## config.mk

```make
export PLATFORM = sky130hd
export DESIGN_NAME = sys_clkgen_div
export DESIGN_NICKNAME = d
export VERILOG_FILES = /design/src/rtl/sys_clkgen_div.sv
export SDC_FILE = /design/constraint.sdc
export NUM_CORES = 1
export LEC_CHECK = 0
export CAP_MARGIN = 20
export CORE_ASPECT_RATIO = 1.25
export CORE_MARGIN = 2
export CORE_UTILIZATION = 58
export DETAILED_ROUTE_END_ITERATION = 8
export GPL_TIMING_DRIVEN = 1
export PLACE_DENSITY_LB_ADDON = 0.12
export SYNTH_ARGS = -nofsm -noshare
export SYNTH_HDL_FRONTEND = slang
export SYNTH_SLANG_ARGS = --single-unit
```

## constraint.sdc

```tcl
create_clock -name Clk -period 3 [get_ports Clk]
set_input_delay 0.6 -clock Clk [delete_from_list [all_inputs] [get_ports Clk]]
set_output_delay 0.6 -clock Clk [all_outputs]
set_load 0.03 [all_outputs]
```

## src/rtl/sys_clkgen_div.sv

```systemverilog
// -----------------------------------------------------------------------------
// sys_clkgen_div
//   Programmable clock divider with edge strobes and a wait-cycle engine that
//   counts periods of the divided clock.
//
//   Ports
//     Clk        in   system clock, all logic on its rising edge
//     Rst        in   synchronous active-high reset
//     En         in   run the divided clock while high
//     Div        in   requested divisor (ClkOut period in Clk cycles)
//     DivLoad    in   strobe: capture Div into the pending divisor
//     ClkOut     out  registered divided clock
//     Tick       out  pulse on the first high cycle of each ClkOut period
//     TickFall   out  pulse on the first low cycle after a high phase
//     Running    out  divider state machine is not idle
//     WaitStart  in   strobe: start a wait of WaitCycles Ticks
//     WaitCycles in   number of Ticks to wait
//     WaitBusy   out  wait in progress
//     WaitDone   out  pulse when a wait completes
// -----------------------------------------------------------------------------
module sys_clkgen_div #(
    parameter int DIV_W       = 16,
    parameter int CNT_W       = 32,
    parameter int DEFAULT_DIV = 500
) (
    input  logic             Clk,
    input  logic             Rst,
    input  logic             En,
    input  logic [DIV_W-1:0] Div,
    input  logic             DivLoad,
    output logic             ClkOut,
    output logic             Tick,
    output logic             TickFall,
    output logic             Running,
    input  logic             WaitStart,
    input  logic [CNT_W-1:0] WaitCycles,
    output logic             WaitBusy,
    output logic             WaitDone
);

    typedef enum logic [1:0] {
        ST_IDLE = 2'd0,
        ST_HIGH = 2'd1,
        ST_LOW  = 2'd2
    } state_t;

    localparam logic [DIV_W-1:0] LP_DEF_DIV = DIV_W'(DEFAULT_DIV);
    localparam logic [DIV_W-1:0] LP_ONE     = DIV_W'(1);
    localparam logic [DIV_W-1:0] LP_TWO     = DIV_W'(2);
    localparam logic [CNT_W-1:0] LP_CNT_ONE = CNT_W'(1);

    // Divisors below 2 cannot form a high and a low phase; treat them as 2.
    function automatic logic [DIV_W-1:0] f_clamp_div(input logic [DIV_W-1:0] d);
        f_clamp_div = (d < LP_TWO) ? LP_TWO : d;
    endfunction

    state_t           r_state;
    state_t           w_state_nxt;
    logic [DIV_W-1:0] r_phase;
    logic [DIV_W-1:0] w_phase_nxt;
    logic [DIV_W-1:0] r_div_act;
    logic [DIV_W-1:0] w_div_act_nxt;
    logic [DIV_W-1:0] r_div_pend;
    logic             r_clk_out;
    logic             w_clk_out_nxt;
    logic             r_tick;
    logic             w_tick_nxt;
    logic             r_tick_fall;
    logic             w_tick_fall_nxt;

    logic             r_wait_busy;
    logic             r_wait_done;
    logic [CNT_W-1:0] r_wait_cnt;
    logic [CNT_W-1:0] w_wait_cnt_dec;

    // Phase lengths. The active divisor is stored already clamped; the pending
    // one is clamped as it is promoted at a period boundary. Hi >= 1 always,
    // so Hi-1 and Lo-1 never underflow, and D - floor(D/2) cannot overflow.
    logic [DIV_W-1:0] w_pend_div;
    logic [DIV_W-1:0] w_pend_hi;
    logic [DIV_W-1:0] w_act_lo;

    assign w_pend_div = f_clamp_div(r_div_pend);
    assign w_pend_hi  = w_pend_div >> 1;
    assign w_act_lo   = r_div_act - (r_div_act >> 1);

    always_ff @(posedge Clk) begin
        if (Rst) begin
            r_state     <= ST_IDLE;
            r_phase     <= '0;
            r_div_act   <= LP_DEF_DIV;
            r_clk_out   <= 1'b0;
            r_tick      <= 1'b0;
            r_tick_fall <= 1'b0;
        end else begin
            r_state     <= w_state_nxt;
            r_phase     <= w_phase_nxt;
            r_div_act   <= w_div_act_nxt;
            r_clk_out   <= w_clk_out_nxt;
            r_tick      <= w_tick_nxt;
            r_tick_fall <= w_tick_fall_nxt;
        end
    end

    // A load coinciding with a boundary lands here after the boundary has
    // already promoted the old pending value, so it waits one more period.
    always_ff @(posedge Clk) begin
        if (Rst) begin
            r_div_pend <= LP_DEF_DIV;
        end else if (DivLoad) begin
            r_div_pend <= Div;
        end
    end

    always_comb begin
        w_state_nxt     = r_state;
        w_phase_nxt     = r_phase;
        w_div_act_nxt   = r_div_act;
        w_clk_out_nxt   = r_clk_out;
        w_tick_nxt      = 1'b0;
        w_tick_fall_nxt = 1'b0;
        case (r_state)
            ST_IDLE: begin
                w_clk_out_nxt = 1'b0;
                if (En) begin
                    w_state_nxt   = ST_HIGH;
                    w_clk_out_nxt = 1'b1;
                    w_tick_nxt    = 1'b1;
                    w_div_act_nxt = w_pend_div;
                    w_phase_nxt   = w_pend_hi - LP_ONE;
                end
            end
            ST_HIGH: begin
                // En is not looked at: a started high phase always completes.
                if (r_phase == '0) begin
                    w_state_nxt     = ST_LOW;
                    w_clk_out_nxt   = 1'b0;
                    w_tick_fall_nxt = 1'b1;
                    w_phase_nxt     = w_act_lo - LP_ONE;
                end else begin
                    w_phase_nxt = r_phase - LP_ONE;
                end
            end
            ST_LOW: begin
                if (r_phase == '0) begin
                    if (En) begin
                        w_state_nxt   = ST_HIGH;
                        w_clk_out_nxt = 1'b1;
                        w_tick_nxt    = 1'b1;
                        w_div_act_nxt = w_pend_div;
                        w_phase_nxt   = w_pend_hi - LP_ONE;
                    end else begin
                        w_state_nxt = ST_IDLE;
                        w_phase_nxt = '0;
                    end
                end else begin
                    w_phase_nxt = r_phase - LP_ONE;
                end
            end
            default: begin
                w_state_nxt   = ST_IDLE;
                w_phase_nxt   = '0;
                w_clk_out_nxt = 1'b0;
            end
        endcase
    end

    // Wait engine. WaitStart has priority over a Tick in the same cycle, so
    // that Tick is not counted against the new wait.
    assign w_wait_cnt_dec = r_wait_cnt - LP_CNT_ONE;

    always_ff @(posedge Clk) begin
        if (Rst) begin
            r_wait_busy <= 1'b0;
            r_wait_done <= 1'b0;
            r_wait_cnt  <= '0;
        end else if (WaitStart) begin
            if (WaitCycles != '0) begin
                r_wait_busy <= 1'b1;
                r_wait_done <= 1'b0;
                r_wait_cnt  <= WaitCycles;
            end else begin
                r_wait_busy <= 1'b0;
                r_wait_done <= 1'b1;
                r_wait_cnt  <= '0;
            end
        end else if (r_wait_busy && r_tick) begin
            r_wait_cnt <= w_wait_cnt_dec;
            if (w_wait_cnt_dec == '0) begin
                r_wait_busy <= 1'b0;
                r_wait_done <= 1'b1;
            end else begin
                r_wait_done <= 1'b0;
            end
        end else begin
            r_wait_done <= 1'b0;
        end
    end

    assign ClkOut   = r_clk_out;
    assign Tick     = r_tick;
    assign TickFall = r_tick_fall;
    assign Running  = (r_state != ST_IDLE);
    assign WaitBusy = r_wait_busy;
    assign WaitDone = r_wait_done;

endmodule

```

---- After elaboration in Yosys (flattened, before gate mapping) ----
Cells that the tools add are included.
Widths: inputs -> output; s select.
word-level totals
  register bits ........................... 87
  latch bits .............................. 0
  memory bits (writable) .................. 0
  bits in read-only memories .............. 0
  input port bits ......................... 53
  output and inout bits ................... 6
  logic and storage cells ................. 70
  memories kept ........................... 0
cells by class
  add/subtract/negate cells ............... 5
  multipliers ............................. 0
  divide/modulo/power cells ............... 0
  magnitude comparators ................... 1
  equality and inequality tests ........... 6
  shift-type cells ........................ 0
  multiplexer cells ....................... 33
  bitwise operators ....................... 1
  reduce and logical (&&, ||, !) cells .... 14
operators by type and width
  operator               number
  $mux 16                7
  $mux 32                3
  $pmux 16 s3            1
  $logic_not 32->1       1
  $pmux 16 s2            1
  $reduce_bool 32->1     1
  $sub 16x1->16 const B  2
  $sub 32x1->32 const B  1
  $logic_not 16->1       1
  $lt 16x2->1 const B    1
  $sub 15x1->16 const B  1
  $sub 16x15->16         1
  $mux 1                 15
  $ne 2x2->1 const B     4
  $reduce_bool 2->1      4
  $mux 2                 3
  $pmux 2 s3             1
  $reduce_and 3->1       2
  $reduce_and 2->1       2
  $pmux 1 s3             1
  $eq 2x1->1 const B     1
  $eq 2x2->1 const B     1
  $logic_not 2->1        1
  $pmux 1 s2             1
  other kinds (3)        3

---- Longest topological paths before layout ----
  depth in word-level cells ............... 6
  mapped depth ............................ 12
  gate-level depth less buffers ........... 11

---- Worst setup path before layout ----
No wires, ideal clock.
  path type ............................... register to register
  start point ............................. reg r_div_pend[10]
  end point ............................... reg r_phase[12]
  library setup time ...................... 0.076 ns
  data arrival time ....................... 2.634 ns
  data required time ...................... 2.924 ns
  path slack .............................. 0.291 ns
  stages on the path, launching flop included .. 13
  cells stage by stage .................... dfxtp_1 or4_1 clkbuf_1 nor3_1 a21oi_1 ha_1 nor3b_1 nand3b_1 nor4_1 xor2_1 a22oi_1 o221a_2 a21boi_0
between the ends
  longest elaborated chain between the ends .. 6
ends and longest elaborated chain
  what                    RTL line  text
  start, declared         63        logic [DIV_W-1:0] r_div_pend;
  start signal, assigned  111       r_div_pend <= Div;
  $lt 16x2->1             54        f_clamp_div = (d < LP_TWO) ? LP_TWO : d;
  $mux 16 (*)             54
  $sub 15x1->16 (*)       130, 151
  $mux 16                 146       if (En) begin
  $mux 16                 145       if (r_phase == '0) begin
  $pmux 16 s3 (*)         122       case (r_state)
  end signal, assigned    97        r_phase <= w_phase_nxt;
  end, declared           59        logic [DIV_W-1:0] r_phase;
Mark *: on every way between the ends. The rest lies on a longest branch, timed or not. The select of a mux whose other input is x is not followed.
A chain may end at the register's enable or synchronous reset.

---- Worst setup path after layout ----
  start point ............................. reg r_div_pend[1]
  end point ............................... reg r_phase[12]
The elaborated chain is that of the path after synthesis.

==> out/metrics.csv <==
metric,value,unit
status,"complete, no violations",
n_antenna_cell,0,
period_share,96.2,%
postCtsSetupRepairBufs,0,
path_cells,or4_1 > nor3_4 > a21oi_2 > ha_1 > nor3b_4 > nand3b_1 > nor4_2 > xor2_1 > a22oi_1 > o221a_2 > a21boi_0,
synth_nets,885,
antenna_found_initial,0,
port_buffers,58,
crit_required,3260,ps
wl,18.6,mm
synth_mux_area_share,3.67,%
grt_max_degree,61,
setup_viol,0,
nNetsFinal,931,
cp-start-kind,flip-flop,
ys_seq_area_share,28.8,%
fmax,0.346,GHz
vias,6218,
p_seq_share,35.7,%
cts_buffer_depth,2,
wl_per_cell,18.8,µm
drive_above_1_share,7.42,%
crit_type,reg -> reg,
htreeDepth,3,
cap_viol_max_count,0,
final.setup.tns,0,ps
postRouteAntennaNets,0,
path_clk_slew,70,ps
max-slew-margin-rel,46.0,%
die_area,11300,µm²
mostFrequentLayoutCell,nor2_1,
core,10100,µm²
cts_tree,done,
final_cell_mix,"122 x nor2_1, 87 x dfxtp_1, 80 x nand2_1, 64 x a21oi_1, 56 x clkdlybuf4s50_1",
viasPerCell,6.27,
powerDensity,548,nW/µm²
clk_latency,340,ps
end_kind,flip-flop,
netlist_area,6040,µm²
cp_top_family,simple AND/OR/NAND/NOR gates,
drt_iter0_drc,445,
clock_sinks,87,
drcViolationCount,0,
finalPower,0.00389,W
synthXorXnorAreaFrac,8.41,%
fp.dieW,95.3,µm
routabilityCongestion,1.08,
ys_types,77,
synth_compound_area_share,20.4,%
finalHoldViolCount,0,
cpMaxStageDelayCell,or4_1,
rows,41,
ys_ff_latch,87,
grt_util_all_layers,33.3,%
pwr-share-clk,31.6,%
fin_skew,8.43,ps
numCtsBuffers,9,
avgSynthCellArea,7.45,µm²
maxSlewViolCount,0,
yosys.area_share.simple,29.0,%
rrSetupSlack,110,ps
comb_power_share,32.6,%
async_reset_ff_share,0,%
netSwitchingPower,0.00139,W
postLayoutCellArea,7100,µm²
initial_utilization,59.8,%
io_pins,59,
switching_share,35.8,%
die_h,118,µm
placed_cell_area,6760,µm²
grt_pass1_wl,29.2,mm
synth_fa_ha_area_share,4.47,%
rsz0062_at_grt,no,
synth_top_family_by_area,simple AND/OR/NAND/NOR gates,
hp-class,reg -> reg,
critPathMaxFanout,4,
detailed_place_hpwl,14.3,mm
worst_pin_slew,808,ps
synth_ff_type,dfxtp_1,
p_leak,2.74,nW
syn_to_final_growth,17.5,%
synth_edf_count,0,
path_buf_inv,0,
grt-ovfl-total,0,
syn_inst,811,
arrival,3150,ps
ys_warn_count,0,
first_global_vias,5877,
ir_drop,0.000295,V
final.min_clock_period,2890,ps
cpPeakStageDelay,610,ps
cts_root_buffer,clkbuf_16,
drtPass1Iterations,5,
intPower,0.00250,W
==> tightest hold or removal path, cell delays in order, from the launching register on <==
cell	delay [ps]
dfxtp_1	310
nand2_1	50
a21oi_1	50
==> sequential cells by signal (all words and copies together) (netlist names) <==
name,cells
r_div_pend,16
WaitDone,1
r_state,2
WaitBusy,1
TickFall,1
r_wait_cnt,32
r_phase,16
r_div_act,16
Tick,1
ClkOut,1
==> cells in the mapped netlist (6+ instances only) <==
cell / instances / area [µm²]
a211oi_1: 6 / 45.0
a21oi_1: 65 / 325
a31oi_1: 8 / 50.1
and2_1: 8 / 50.1
buf_2: 6 / 30.0
clkbuf_1: 36 / 135
dfxtp_1: 87 / 1740
ha_1: 20 / 250
inv_1: 29 / 109
mux2i_1: 21 / 210
nand2_1: 80 / 300
nand2b_1: 7 / 43.8
nand3_1: 11 / 55.1
nand4_1: 7 / 43.8
nor2_1: 122 / 458
nor2b_1: 8 / 50.1
nor3_1: 27 / 135
nor4_1: 28 / 175
o211ai_1: 16 / 120
o21ai_0: 42 / 210
o31ai_1: 9 / 67.6
or3_1: 12 / 75.1
or4_1: 9 / 67.6
xnor2_1: 30 / 263
xor2_1: 28 / 245
==> stage by stage <==
step                std cells  setup slack [ps]  hold slack (ps)  utilization [%]
floorplan                 811               291              436                -
global route              991              11.9              487             70.2
finish                    991               114              458             70.2
CTS                       991               133              462             70.1
detailed placement        975              8.08              454             66.9
global placement          975               149              446             66.9
==> power groups by stage <==
stage | Sequential [W] | Clock (W) | Combinational (W)
floorplan | 0.00136 | 0 | 0.000892
global route | 0.00140 | 0.00129 | 0.00138
finish | 0.00139 | 0.00123 | 0.00127
CTS | 0.00138 | 0.00124 | 0.00125
global placement | 0.00140 | 0 | 0.00122
detailed placement | 0.00141 | 0 | 0.00124
==> layout make-up <==
cell class	instances	area [µm²]
multi-input cells	646	4010
flip-flops and latches	87	1740
fillers	837	3010
repair buffers	83	758
clock inverters	6	91.3
well taps	129	161
inverters	30	113
clock buffers	10	229
==> what timing repair did <==
item | in CTS | in global routing
pin swaps | 0 | 0
gates resized for setup | 1 | 4
endpoints found under the setup margin | 1 | 1
hold buffers | 0 | 0
==> cells by family after synthesis <==
logic type	Yosys count
xor+xnor	58
fa+ha+maj	21
buf+inv	78
flops	87
mux	22
compound gates	196
simple gates	349
==> layer usage <==
layer	vias up	track usage, %	wire length, µm
li1	2985	-	-
met1	2926	36.7	6900
met2	238	58.8	9600
met3	69	4.16	939
met4	0	20.4	1200
met5	-	0	0
==> path summary, 6_finish.rpt <==
kind / start / endpoint / cells past startpoint
hold reg to reg: r_div_act[15] / r_div_act[15] / 2
setup / recovery: r_div_pend[1] / r_phase[12] / 11
hold / removal: r_div_act[15] / r_div_act[15] / 2
setup reg to reg: r_div_pend[1] / r_phase[12] / 11
Power figures use the tool's default switching activity.
